==> config.mk <==
export PLATFORM = sky130hd
export DESIGN_NAME = uart_mmio_flat
export DESIGN_NICKNAME = d
export VERILOG_FILES = /design/src/rtl/uart_mmio_pkg.sv /design/src/rtl/uart_mmio_if.sv /design/src/rtl/uart_mmio_sync_fifo.sv /design/src/rtl/uart_mmio.sv /design/src/flat_wrapper.sv
export SDC_FILE = /design/constraint.sdc
export NUM_CORES = 1
export LEC_CHECK = 0
export CAP_MARGIN = 20
export CORE_MARGIN = 5
export CORE_UTILIZATION = 52
export DETAILED_ROUTE_END_ITERATION = 16
export GPL_TIMING_DRIVEN = 0
export PLACE_DENSITY = 0.76
export SETUP_SLACK_MARGIN = 0.05
export SLEW_MARGIN = 20
export SYNTH_ARGS = -nofsm -noshare
export SYNTH_HDL_FRONTEND = slang
export SYNTH_HIERARCHICAL = 1
export SYNTH_SLANG_ARGS = --single-unit
==> constraint.sdc <==
create_clock -name clk -period 2.1 [get_ports clk]
set_clock_uncertainty 0.05 [all_clocks]
set_input_delay 0.42 -clock clk [delete_from_list [all_inputs] [get_ports clk]]
set_output_delay 0.42 -clock clk [all_outputs]
set_load 0.05 [all_outputs]
==> src/rtl/uart_mmio_pkg.sv <==
`default_nettype none
// +-----------------------------------------------------------------------+
// | uart_mmio_pkg                                                         |
// | Register offsets, STATUS layout and FSM encodings for uart_mmio.      |
// | Revision: 1.0                                                         |
// +-----------------------------------------------------------------------+
package uart_mmio_pkg;

    // Register index, taken from addr[3:2]
    localparam logic [1:0] REG_TXDATA = 2'd0;
    localparam logic [1:0] REG_RXDATA = 2'd1;
    localparam logic [1:0] REG_STATUS = 2'd2;
    localparam logic [1:0] REG_RSVD   = 2'd3;

    // STATUS[6:0], MSB first so the packed struct maps straight onto the register
    typedef struct packed {
        logic frame_err;
        logic tx_overflow;
        logic tx_busy;
        logic rx_overrun;
        logic rx_valid;
        logic tx_empty;
        logic tx_full;
    } status_t;

    typedef enum logic [1:0] {
        TX_IDLE  = 2'd0,
        TX_START = 2'd1,
        TX_DATA  = 2'd2,
        TX_STOP  = 2'd3
    } tx_state_t;

    typedef enum logic [1:0] {
        RX_IDLE  = 2'd0,
        RX_START = 2'd1,
        RX_DATA  = 2'd2,
        RX_STOP  = 2'd3
    } rx_state_t;

endpackage
`default_nettype wire

==> src/rtl/uart_mmio_if.sv <==
`default_nettype none
// +-----------------------------------------------------------------------+
// | uart_mmio_if                                                          |
// | Core data-bus window of the UART: select, strobes, data and irq.      |
// | Revision: 1.0                                                         |
// +-----------------------------------------------------------------------+
interface uart_mmio_if;
    logic        sel;
    logic [3:0]  addr;
    logic        mem_read;
    logic        mem_write;
    logic [31:0] wdata;
    logic [31:0] rdata;
    logic        irq;

    modport master (
        output sel, addr, mem_read, mem_write, wdata,
        input  rdata, irq
    );

    modport slave (
        input  sel, addr, mem_read, mem_write, wdata,
        output rdata, irq
    );
endinterface
`default_nettype wire

==> src/rtl/uart_mmio_sync_fifo.sv <==
`default_nettype none
// +-----------------------------------------------------------------------+
// | sync_fifo                                                             |
// | Single-clock show-ahead FIFO; DEPTH must be a power of two >= 2.      |
// | Revision: 1.0                                                         |
// +-----------------------------------------------------------------------+
module sync_fifo #(
    parameter int WIDTH = 8,
    parameter int DEPTH = 16
) (
    input  logic             clk,
    input  logic             rst,
    input  logic             push,
    input  logic             pop,
    input  logic [WIDTH-1:0] din,
    output logic [WIDTH-1:0] dout,
    output logic             full,
    output logic             empty
);
    localparam int AW = $clog2(DEPTH);

    logic [WIDTH-1:0] mem [DEPTH];
    logic [AW:0]      wr_ptr;
    logic [AW:0]      rd_ptr;
    logic             do_push;
    logic             do_pop;

    // Extra pointer MSB distinguishes full from empty when the indices match
    assign empty   = (wr_ptr == rd_ptr);
    assign full    = (wr_ptr[AW] != rd_ptr[AW]) && (wr_ptr[AW-1:0] == rd_ptr[AW-1:0]);
    assign dout    = mem[rd_ptr[AW-1:0]];
    assign do_push = push && !full;
    assign do_pop  = pop && !empty;

    always_ff @(posedge clk) begin
        if (rst) begin
            wr_ptr <= '0;
            rd_ptr <= '0;
        end else begin
            if (do_push) wr_ptr <= wr_ptr + {{AW{1'b0}}, 1'b1};
            if (do_pop)  rd_ptr <= rd_ptr + {{AW{1'b0}}, 1'b1};
        end
    end

    always_ff @(posedge clk) begin
        if (do_push) mem[wr_ptr[AW-1:0]] <= din;
    end
endmodule
`default_nettype wire

==> src/rtl/uart_mmio.sv <==
`default_nettype none
// +-----------------------------------------------------------------------+
// | uart_mmio                                                             |
// | Memory-mapped UART: TX FIFO + serialiser, RX deserialiser, irq.       |
// | Revision: 1.0                                                         |
// +-----------------------------------------------------------------------+
module uart_mmio
    import uart_mmio_pkg::*;
#(
    parameter int CLK_FREQ   = 50_000_000,
    parameter int BAUD       = 115_200,
    parameter int FIFO_DEPTH = 16,
    parameter int STOP_BITS  = 1
) (
    input  logic           clk,
    input  logic           rst,
    uart_mmio_if.slave     bus,
    output logic           tx,
    input  logic           rx
);
    localparam int CPB       = CLK_FREQ / BAUD;
    localparam int HALF      = CPB / 2;
    localparam int STOP_CLKS = STOP_BITS * CPB;
    localparam int CNT_W     = $clog2(STOP_CLKS);

    localparam logic [CNT_W-1:0] CPB_LAST  = CNT_W'(CPB - 1);
    localparam logic [CNT_W-1:0] HALF_LAST = CNT_W'(HALF - 1);
    localparam logic [CNT_W-1:0] STOP_LAST = CNT_W'(STOP_CLKS - 1);
    localparam logic [CNT_W-1:0] CNT_ONE   = CNT_W'(1);

    // ---------------- bus decode ----------------
    logic [1:0] reg_sel;
    logic       rd_en;
    logic       wr_en;
    logic       tx_push;
    logic       tx_drop;
    logic       rx_pop;
    logic       status_rd;
    logic       unused_bits;

    assign reg_sel     = bus.addr[3:2];
    assign rd_en       = bus.sel && bus.mem_read;
    assign wr_en       = bus.sel && bus.mem_write;
    assign rx_pop      = rd_en && (reg_sel == REG_RXDATA);
    assign status_rd   = rd_en && (reg_sel == REG_STATUS);
    assign unused_bits = ^{bus.addr[1:0], bus.wdata[31:8]};

    // ---------------- TX FIFO ----------------
    logic [7:0] fifo_dout;
    logic       fifo_full;
    logic       fifo_empty;
    logic       fifo_pop;
    tx_state_t  tx_state;

    assign tx_push  = wr_en && (reg_sel == REG_TXDATA) && !fifo_full;
    assign tx_drop  = wr_en && (reg_sel == REG_TXDATA) && fifo_full;
    assign fifo_pop = (tx_state == TX_IDLE) && !fifo_empty;

    sync_fifo #(
        .WIDTH (8),
        .DEPTH (FIFO_DEPTH)
    ) u_tx_fifo (
        .clk   (clk),
        .rst   (rst),
        .push  (tx_push),
        .pop   (fifo_pop),
        .din   (bus.wdata[7:0]),
        .dout  (fifo_dout),
        .full  (fifo_full),
        .empty (fifo_empty)
    );

    // ---------------- TX FSM ----------------
    logic [CNT_W-1:0] tx_cnt;
    logic [2:0]       tx_bit;
    logic [7:0]       tx_shift;

    always_ff @(posedge clk) begin
        if (rst) begin
            tx_state <= TX_IDLE;
            tx       <= 1'b1;
            tx_cnt   <= '0;
            tx_bit   <= '0;
            tx_shift <= '0;
        end else begin
            case (tx_state)
                TX_IDLE: begin
                    tx <= 1'b1;
                    if (!fifo_empty) begin
                        tx_shift <= fifo_dout;
                        tx       <= 1'b0;
                        tx_cnt   <= '0;
                        tx_state <= TX_START;
                    end
                end
                TX_START: begin
                    if (tx_cnt == CPB_LAST) begin
                        tx_cnt   <= '0;
                        tx_bit   <= '0;
                        tx       <= tx_shift[0];
                        tx_state <= TX_DATA;
                    end else begin
                        tx_cnt <= tx_cnt + CNT_ONE;
                    end
                end
                TX_DATA: begin
                    if (tx_cnt == CPB_LAST) begin
                        tx_cnt <= '0;
                        if (tx_bit == 3'd7) begin
                            tx       <= 1'b1;
                            tx_state <= TX_STOP;
                        end else begin
                            tx_bit   <= tx_bit + 3'd1;
                            tx_shift <= {1'b0, tx_shift[7:1]};
                            tx       <= tx_shift[1];
                        end
                    end else begin
                        tx_cnt <= tx_cnt + CNT_ONE;
                    end
                end
                TX_STOP: begin
                    if (tx_cnt == STOP_LAST) begin
                        tx_cnt   <= '0;
                        tx_state <= TX_IDLE;
                    end else begin
                        tx_cnt <= tx_cnt + CNT_ONE;
                    end
                end
                default: tx_state <= TX_IDLE;
            endcase
        end
    end

    // ---------------- RX synchroniser ----------------
    logic rx_meta;
    logic rx_sync;
    logic rx_prev;
    logic rx_fall;

    always_ff @(posedge clk) begin
        if (rst) begin
            rx_meta <= 1'b1;
            rx_sync <= 1'b1;
            rx_prev <= 1'b1;
        end else begin
            rx_meta <= rx;
            rx_sync <= rx_meta;
            rx_prev <= rx_sync;
        end
    end

    assign rx_fall = rx_prev && !rx_sync;

    // ---------------- RX FSM ----------------
    rx_state_t        rx_state;
    logic [CNT_W-1:0] rx_cnt;
    logic [2:0]       rx_bit;
    logic [7:0]       rx_shift;
    logic             rx_done;
    logic             rx_bad;

    always_ff @(posedge clk) begin
        if (rst) begin
            rx_state <= RX_IDLE;
            rx_cnt   <= '0;
            rx_bit   <= '0;
            rx_shift <= '0;
            rx_done  <= 1'b0;
            rx_bad   <= 1'b0;
        end else begin
            rx_done <= 1'b0;
            rx_bad  <= 1'b0;
            case (rx_state)
                RX_IDLE: begin
                    if (rx_fall) begin
                        rx_cnt   <= '0;
                        rx_state <= RX_START;
                    end
                end
                RX_START: begin
                    if (rx_cnt == HALF_LAST) begin
                        rx_cnt   <= '0;
                        rx_bit   <= '0;
                        // Line back high at mid start bit means the edge was noise
                        rx_state <= rx_sync ? RX_IDLE : RX_DATA;
                    end else begin
                        rx_cnt <= rx_cnt + CNT_ONE;
                    end
                end
                RX_DATA: begin
                    if (rx_cnt == CPB_LAST) begin
                        rx_cnt   <= '0;
                        rx_shift <= {rx_sync, rx_shift[7:1]};
                        if (rx_bit == 3'd7) rx_state <= RX_STOP;
                        else                rx_bit   <= rx_bit + 3'd1;
                    end else begin
                        rx_cnt <= rx_cnt + CNT_ONE;
                    end
                end
                RX_STOP: begin
                    if (rx_cnt == CPB_LAST) begin
                        rx_cnt   <= '0;
                        rx_state <= RX_IDLE;
                        rx_done  <= rx_sync;
                        rx_bad   <= !rx_sync;
                    end else begin
                        rx_cnt <= rx_cnt + CNT_ONE;
                    end
                end
                default: rx_state <= RX_IDLE;
            endcase
        end
    end

    // ---------------- RX holding register and sticky flags ----------------
    logic [7:0] rx_byte;
    logic       rx_valid;
    logic       rx_overrun;
    logic       tx_overflow;
    logic       frame_err;

    always_ff @(posedge clk) begin
        if (rst) begin
            rx_byte     <= '0;
            rx_valid    <= 1'b0;
            rx_overrun  <= 1'b0;
            tx_overflow <= 1'b0;
            frame_err   <= 1'b0;
        end else begin
            // A read on the delivery edge frees the slot, so the new byte is accepted
            if (rx_done && (!rx_valid || rx_pop)) begin
                rx_byte  <= rx_shift;
                rx_valid <= 1'b1;
            end else if (rx_pop) begin
                rx_valid <= 1'b0;
            end

            if (rx_done && rx_valid && !rx_pop) rx_overrun <= 1'b1;
            else if (status_rd)                 rx_overrun <= 1'b0;

            if (tx_drop)        tx_overflow <= 1'b1;
            else if (status_rd) tx_overflow <= 1'b0;

            if (rx_bad)         frame_err <= 1'b1;
            else if (status_rd) frame_err <= 1'b0;
        end
    end

    // ---------------- read mux and irq ----------------
    status_t status;

    always_comb begin
        status             = '0;
        status.tx_full     = fifo_full;
        status.tx_empty    = fifo_empty;
        status.rx_valid    = rx_valid;
        status.rx_overrun  = rx_overrun;
        status.tx_busy     = (tx_state != TX_IDLE);
        status.tx_overflow = tx_overflow;
        status.frame_err   = frame_err;
    end

    always_comb begin
        bus.rdata = '0;
        if (bus.sel) begin
            case (reg_sel)
                REG_RXDATA: bus.rdata = {24'b0, rx_byte};
                REG_STATUS: bus.rdata = {25'b0, status};
                default:    bus.rdata = '0;
            endcase
        end
    end

    assign bus.irq = rx_valid || rx_overrun || frame_err;

endmodule
`default_nettype wire

==> src/flat_wrapper.sv <==
// flat-port wrapper written by rule: the top's interface ports become plain ports
module uart_mmio_flat import uart_mmio_pkg::*;
#(
    parameter int CLK_FREQ   = 50_000_000,
    parameter int BAUD       = 115_200,
    parameter int FIFO_DEPTH = 16,
    parameter int STOP_BITS  = 1
)
  (clk, rst, tx, rx, bus_sel, bus_addr, bus_mem_read, bus_mem_write, bus_wdata, bus_rdata, bus_irq);
  uart_mmio_if bus_i ();
  input  logic clk;
  input  logic rst;
  output logic tx;
  input  logic rx;
  input wire logic [$bits(bus_i.sel)-1:0] bus_sel;
  input wire logic [$bits(bus_i.addr)-1:0] bus_addr;
  input wire logic [$bits(bus_i.mem_read)-1:0] bus_mem_read;
  input wire logic [$bits(bus_i.mem_write)-1:0] bus_mem_write;
  input wire logic [$bits(bus_i.wdata)-1:0] bus_wdata;
  output wire logic [$bits(bus_i.rdata)-1:0] bus_rdata;
  output wire logic [$bits(bus_i.irq)-1:0] bus_irq;
  assign bus_i.sel = bus_sel;
  assign bus_i.addr = bus_addr;
  assign bus_i.mem_read = bus_mem_read;
  assign bus_i.mem_write = bus_mem_write;
  assign bus_i.wdata = bus_wdata;
  assign bus_rdata = bus_i.rdata;
  assign bus_irq = bus_i.irq;
  uart_mmio #(.CLK_FREQ(CLK_FREQ), .BAUD(BAUD), .FIFO_DEPTH(FIFO_DEPTH), .STOP_BITS(STOP_BITS)) u_core (.clk(clk), .rst(rst), .bus(bus_i), .tx(tx), .rx(rx));
endmodule
==> results of run 1 <==
[cells in the final DEF, fill, tap and decap left out, types with 8 or more instances in the layout]
cell	instances
edfxtp_1	128
buf_4	67
dfxtp_1	63
nor2_1	46
mux4_2	38
nand2_1	35
a21oi_1	24
conb_1	24
clkbuf_16	23
mux2i_1	21
ha_1	18
buf_6	15
o21ai_0	15
and3_4	14
clkbuf_1	13
nand3_1	13
clkdlybuf4s50_1	12
inv_1	11
dfxtp_4	9
nor2_2	8
nor2b_1	8
[power by group]
group / internal [W] / switching (W)
clock network: 0.00258 / 0.00156
logic: 0.00101 / 0.00117
registers: 0.00437 / 0.000102
total: 0.00796 / 0.00283
[area by class of cell]
type | instances | area (um^2)
Inverter | 20 | 85.08
Multi-Input combinational cell | 414 | 3875
Clock inverter | 12 | 185.2
Timing Repair Buffer | 77 | 723.2
Clock buffer | 28 | 614.3
Sequential cell | 204 | 5404
Buffer | 52 | 396.6
Fill cell | 1128 | 5792
Tap cell | 225 | 281.5
[worst max-delay path, cell delays in order (launching register included)]
cell and delay (ns):
dfxtp_4 0.37, xnor2_2 0.18, and4_2 0.30, nand2_4 0.07, inv_4 0.07, a22oi_2 0.05, nor2_2 0.12, buf_6 0.18
[registers in the layout, indices dropped and copies added, names as in the netlist, 5 cells and up, named ones only]
register and count:
u_core/u_tx_fifo/mem 128, u_core/tx_shift 8, u_core/u_tx_fifo/wr_ptr 5, u_core/rx_cnt 9, u_core/rx_shift 8, u_core/rx_byte 8
u_core/tx_cnt 9, u_core/u_tx_fifo/rd_ptr 5
[logic make-up (layout without fill, tap and decap cells)]
logic type               count (synthesis)  count (layout)  share of synthesized area [%]
other                                    1              24                        0.04071
adder cells (fa/ha/maj)                 22              22                          2.988
buffers and inverters                   75             189                          4.727
multiplexers                            71              71                          14.52
AO/OA/AOI/OAI                          101             102                          7.987
AND/OR/NAND/NOR                        182             182                          10.26
XOR/XNOR                                13              13                          1.236
flip-flops                             204             204                          58.25
[final timing paths]
kind	end	slack, ns	depth (start not counted)
setup / recovery	bus_rdata[1]	-0.23	7
hold / removal	u_core/rx_sync	0.39	1
setup reg to reg	u_core/tx_shift[0]	-0.18	12
hold reg to reg	u_core/rx_sync	0.39	1
[per-stage QoR]
step,TNS [ns],power (W),cells
global placement,-83.14,0.005916,941
detailed placement,-96.50,0.005973,941
CTS,-1.299,0.01054,1014
finish,-8.384,0.01079,1032
floorplan,0,0.005639,692
global route,-15.24,0.01120,1032
[routing by layer]
metal	wire (um)	share of wire (%)	up-vias	track usage (%)
li1	-	-	2772	-
met1	8486	38	3177	26.79
met4	685	3.0	0	6.153
met5	0	0	-	0
met3	1532	6.8	65	2.847
met2	11830	52	317	37.29
[timing repair]
action / in CTS / in global routing
hold buffers: 0 / 0
gates resized for setup: 183 / 68
gates cloned: 5 / 0
setup endpoints to repair: 172 / 149
setup buffers: 33 / 24
pin swaps: 12 / 33
==> flow_metrics.py, run 1 <==
metrics = {
    "synth": {
        "yosysTopAreaCellShare_pct": 41.73,
        "post-synth-top-count-cell": "edfxtp_1",
        "async_flop_share_pct": 0,
        "ys_top_cells_by_area": "edfxtp_1, dfxtp_1, mux4_1, ha_1, mux2i_1",
        "yosys.area.top_type": "edfxtp_1",
        "synth_area_um2": 9211,
        "yosysUniqueCellTypes": 68,
        "yosysSeqAreaShare_pct": 58.25,
        "synth_edf_count": 128,
        "ys_ff_latch": 204,
        "ys_warn_count": 6,
        "ys.flop_type": "edfxtp_1",
        "synth_common_cells": "edfxtp_1, dfxtp_1, nor2_1",
        "netlist_instances": 669,
        "avgSynthCellArea_um2": 13.77,
    },
    "clock_network": {
        "cts-htree-levels": 1,
        "cts_tree": "yes",
        "clk_pin_slew_worst_paths_ns": 0.06,
        "clock-root-buffer": "clkbuf_16",
        "clkLatencyLatePin_ns": 0.52,
        "clk_path_buf_depth": 3,
        "cts.sinks": 204,
        "cts_buffers": 22,
    },
    "worst_setup_path": {
        "cp.required_ns": 1.63,
        "worst_setup_path_start_kind": "register",
        "crit_start": "u_core/u_tx_fifo/wr_ptr[3]",
        "cp_max_fo": 5,
        "worstPathArrival_ns": 1.86,
        "r2r_start": "u_core/u_tx_fifo/rd_ptr[3]",
        "worstSetupEndpointType": "primary output",
        "worstSetupPathType": "register to primary output",
    },
    "placed_design": {
        "routabilityCongestion": 0.8653,
        "dp_hpwl_mm": 12.66,
        "port_buffers": 24,
        "place_area_um2": 9869,
        "dp_slack_ns": -0.8544,
    },
    "timing": {
        "fin_ws_ns": -0.2288,
        "period_needed_ns": 2.329,
        "max_freq_ghz": 0.4294,
        "worst_pin_slew_ns": 0.7553,
        "max-slew-margin-rel_pct": 49.61,
        "finalHoldViolCount": 0,
        "maxSlewViolCount": 0,
        "layout_worst_path_cycle_share_pct": 110.9,
        "rsz0062_at_grt": "true",
        "holdWs_ns": 0.3900,
        "finalSetupViolCount": 115,
    },
    "worst_hold_path": {
        "hold_path_startpoint": "u_core/rx_meta",
        "hp-class": "register to register",
    },
    "global_route": {
        "first_global_vias": 6175,
        "grt_pass1_wl_mm": 33.69,
        "overflow": 0,
        "grt_max_degree": 17,
        "grtUsageTotal_pct": 20.95,
        "antenna_found_initial": 0,
    },
    "drt": {
        "via_per_inst": 6.135,
        "postRouteAntennaNets": 0,
        "drt_wl_total_mm": 22.54,
        "drtPass1Iterations": 5,
        "drc": 0,
        "num_vias": 6331,
        "wl_per_cell_um": 21.84,
        "dr.first_iter.drc_count": 614,
    },
    "die": {
        "die_area_um2": 20480,
        "start_util_pct": 53.07,
        "row_count": 48,
        "core_um2": 17360,
        "ios": 76,
        "die_w_um": 143.1,
        "die_y_um": 143.1,
    },
    "cells_and_area": {
        "fin_nets": 855,
        "antenna_cells": 0,
        "area_growth_pct": 25.55,
        "drive_above_1_share_pct": 35.07,
        "final_area_um2": 11560,
        "utilization_pct": 66.63,
    },
    "job": {
        "drv_cap": 0,
    },
    "status": {
        "status": "finished with violations",
        "violations": "setup timing",
    },
    "power_and_ir_drop": {
        "p_leak_nw": 4.084,
        "powerDensity_nw_per_um2": 933.1,
        "ir_drop_uv": 792.9,
    },
}
(Power assumes the default switching activity.)
==> run 2, diff against run 1 <==
--- a/config.mk
+++ b/config.mk
@@ -6,7 +6,7 @@
 export NUM_CORES = 1
 export LEC_CHECK = 0
 export CAP_MARGIN = 20
-export CORE_MARGIN = 5
+export CORE_MARGIN = 2
 export CORE_UTILIZATION = 52
 export DETAILED_ROUTE_END_ITERATION = 16
 export GPL_TIMING_DRIVEN = 0
@@ -15,5 +15,4 @@
 export SLEW_MARGIN = 20
 export SYNTH_ARGS = -nofsm -noshare
 export SYNTH_HDL_FRONTEND = slang
-export SYNTH_HIERARCHICAL = 1
 export SYNTH_SLANG_ARGS = --single-unit
==> flow_metrics.py, run 2 <==
metrics = {
    "status": {
        "status": "finished with violations",
        "violations": "setup timing",
    },
    "synth": {
        "ys_top_cells_by_area": "edfxtp_1, dfxtp_1, mux2i_1, mux4_2, ha_1",
        "post-synth-top-count-cell": "edfxtp_1",
        "ys.flop_type": "edfxtp_1",
        "yosysSeqAreaShare_pct": 59.61,
        "synth_area_um2": 9001,
        "ys_ff_latch": 204,
        "avgSynthCellArea_um2": 12.99,
        "async_flop_share_pct": 0,
        "yosys.area.top_type": "edfxtp_1",
        "ys_warn_count": 0,
        "yosysTopAreaCellShare_pct": 42.70,
        "netlist_instances": 693,
        "synth_common_cells": "edfxtp_1, dfxtp_1, nor2_1",
        "synth_edf_count": 128,
        "yosysUniqueCellTypes": 73,
    },
    "timing": {
        "period_needed_ns": 2.240,
        "fin_tns_setup_ns": -0.6236,
        "rsz0062_at_grt": "true",
        "maxSlewViolCount": 0,
        "max_freq_ghz": 0.4464,
        "worst_pin_slew_ns": 0.6896,
        "finalHoldViolCount": 0,
        "max-slew-margin-rel_pct": 54.03,
        "layout_worst_path_cycle_share_pct": 106.7,
        "fin_ws_ns": -0.1403,
        "finalSetupViolCount": 8,
    },
    "cells_and_area": {
        "fin_nets": 853,
        "largest_register_ffs": 128,
        "final_area_um2": 11230,
        "layout_commonest_cell": "edfxtp_1",
        "area_growth_pct": 24.74,
        "multi_input_area_um2": 3876,
        "fill_cells": 1163,
        "seq_area_um2": 5400,
        "stdcell_count": 1028,
        "antenna_cells": 0,
        "final_cell_mix": "edfxtp_1, dfxtp_1, nor2_1",
        "drive_above_1_share_pct": 31.01,
    },
    "clock_network": {
        "cts_buffers": 21,
        "clkLatencyLatePin_ns": 0.51,
        "cts-htree-levels": 1,
        "cts_tree": "yes",
        "clk_path_buf_depth": 3,
        "cts.sinks": 204,
        "clock-root-buffer": "clkbuf_16",
        "clk_pin_slew_worst_paths_ns": 0.06,
    },
    "global_route": {
        "overflow": 0,
        "grt_pass1_wl_mm": 32.37,
        "grt_max_degree": 17,
        "antenna_found_initial": 0,
        "first_global_vias": 6020,
        "grtUsageTotal_pct": 22.62,
    },
    "placed_design": {
        "routabilityCongestion": 0.8857,
        "placedCellCount": 965,
        "dp_slack_ns": -0.9152,
        "port_buffers": 24,
        "dp_hpwl_mm": 13.14,
        "place_area_um2": 9651,
    },
    "drt": {
        "num_vias": 6253,
        "wl_per_cell_um": 21.08,
        "via_per_inst": 6.083,
        "dr.first_iter.drc_count": 528,
        "drc": 0,
        "drtPass1Iterations": 5,
        "drt_wl_total_mm": 21.67,
        "postRouteAntennaNets": 0,
    },
    "die": {
        "row_count": 48,
        "die_area_um2": 18380,
        "start_util_pct": 52.59,
        "ios": 76,
        "die_w_um": 135.6,
        "core_um2": 17120,
        "die_y_um": 135.6,
    },
    "worst_setup_path": {
        "r2r_end": "u_core.tx_shift[0]",
        "worst_setup_path_start_kind": "register",
        "worstSetupEndpointType": "register",
        "r2r_slack_ns": -0.14,
        "reg2reg_depth": 6,
        "worstSetupPathType": "register to register",
        "crit_slowest_cell": "mux4_2",
        "crit_chain": "buf_12 -> mux4_2 -> mux4_2 -> mux2_4 -> mux2i_2 -> nor2_1",
        "cp_max_fo": 4,
        "cp.required_ns": 2.40,
        "cpMostUsedCell": "mux4_2",
        "critical-path-max-stage-delay_ns": 0.51,
        "worstPathArrival_ns": 2.54,
    },
    "worst_hold_path": {
        "hold_path_startpoint": "u_core.rx_meta",
        "hold_path_end": "u_core.rx_sync",
        "holdPathStages": 1,
        "hp-class": "register to register",
    },
    "power_and_ir_drop": {
        "p_int_w": 0.007269,
        "seqPwrFrac_pct": 44.7,
        "clockPowerShare_pct": 34.2,
        "p_leak_nw": 3.869,
        "ir_drop_uv": 835.7,
        "powerDensity_nw_per_um2": 897.8,
        "p_comb_share_pct": 21.1,
        "swShare_pct": 27.89,
        "p_sw_w": 0.002811,
    },
    "job": {
        "drv_cap": 0,
    },
}
## run 2: cell count changes after synthesis, moves of 6 or more
| cell | before | now |
|---|---|---|
| mux4_1 | 32 | 7 |
| mux2i_1 | 26 | 38 |
| nand2_1 | 37 | 27 |
| a221oi_1 | 0 | 8 |
| mux4_2 | 8 | 15 |
| clkbuf_1 | 15 | 21 |
| nor3_1 | 5 | 11 |
| nor4_1 | 7 | 1 |
## run 2: what timing repair did
| item | in CTS | in global routing |
|---|---|---|
| hold buffers | 0 | 0 |
| buffers inserted | 21 | 14 |
| cloned | 1 | 1 |
| endpoints found under the setup margin | 174 | 184 |
| resized for setup | 179 | 58 |
| pin swaps | 26 | 27 |
## run 2: power groups by stage
| stage | Clock (W) | Sequential [W] | Combinational, W |
|---|---|---|---|
| after floorplan | 0 | 0.00454 | 0.00109 |
| after global placement | 0 | 0.00455 | 0.00140 |
| after detailed placement | 0 | 0.00456 | 0.00144 |
| after CTS | 0.00348 | 0.00448 | 0.00188 |
| after global routing | 0.00363 | 0.00452 | 0.00225 |
| final | 0.00345 | 0.00451 | 0.00213 |
## run 2: layer usage
metal  global-route usage, %  vias to the layer above  part of all wire (%)
li1                        -                     2776                     -
met1                   29.14                     3124                    39
met2                   39.28                      286                    52
met3                   3.068                       67                   5.7
met4                   8.102                        0                   3.4
met5                       0                        -                     0
## run 2: stage by stage
stage                     util (%)  hold WS [ns]  total power (W)
after detailed placement     56.38        0.3584         0.006002
after global routing         65.60        0.3854          0.01040
after global placement       56.35        0.3517         0.005942
final                        65.60        0.3725          0.01008
after CTS                    63.77        0.3801         0.009842
after floorplan                  -        0.3395         0.005631
## run 2: cells by family (layout without fill, tap and decap cells)
group           count (synthesis)  after routing  share of synthesized area [%]
xor+xnor                       17             17                          1.738
other cells                     1             24                        0.04166
compound gates                116            116                          8.994
simple gates                  190            190                          11.08
mux                            65             65                          10.65
buf+inv                        77            164                          4.698
fa+ha+maj                      23             23                          3.197
flops                         204            204                          59.61
## run 2: cell type report
type                       count  area share, %
buffer                        50          3.354
sequential                   204          48.09
timing repair buffer          59          5.237
multi-input combinational    435          34.52
inverter                      17         0.6017
tap                          225          2.507
clock inverter                13         0.6909
clock buffer                  25          4.992
## run 2: worst max path at each step
stage,from,endpoint,slack (ns)
2_1_floorplan,bus_addr[3],bus_rdata[6],0.003
3_3_place_gp,bus_addr[2],u_core.u_tx_fifo.mem[3][4],-1.01
3_5_place_dp,bus_addr[3],bus_rdata[3],-0.92
4_1_cts,u_core.u_tx_fifo.wr_ptr[2],bus_rdata[1],-0.16
5_1_grt,register,u_core.tx_shift[0],-0.17
6_report,register,u_core.tx_shift[0],-0.14
## run 2: worst max-delay path, delay by kind of cell (launching register included)
family	cells	cell delay, ns
simple gates	1	0.07
buf+inv	1	0.13
flops	1	0.40
mux	4	1.44
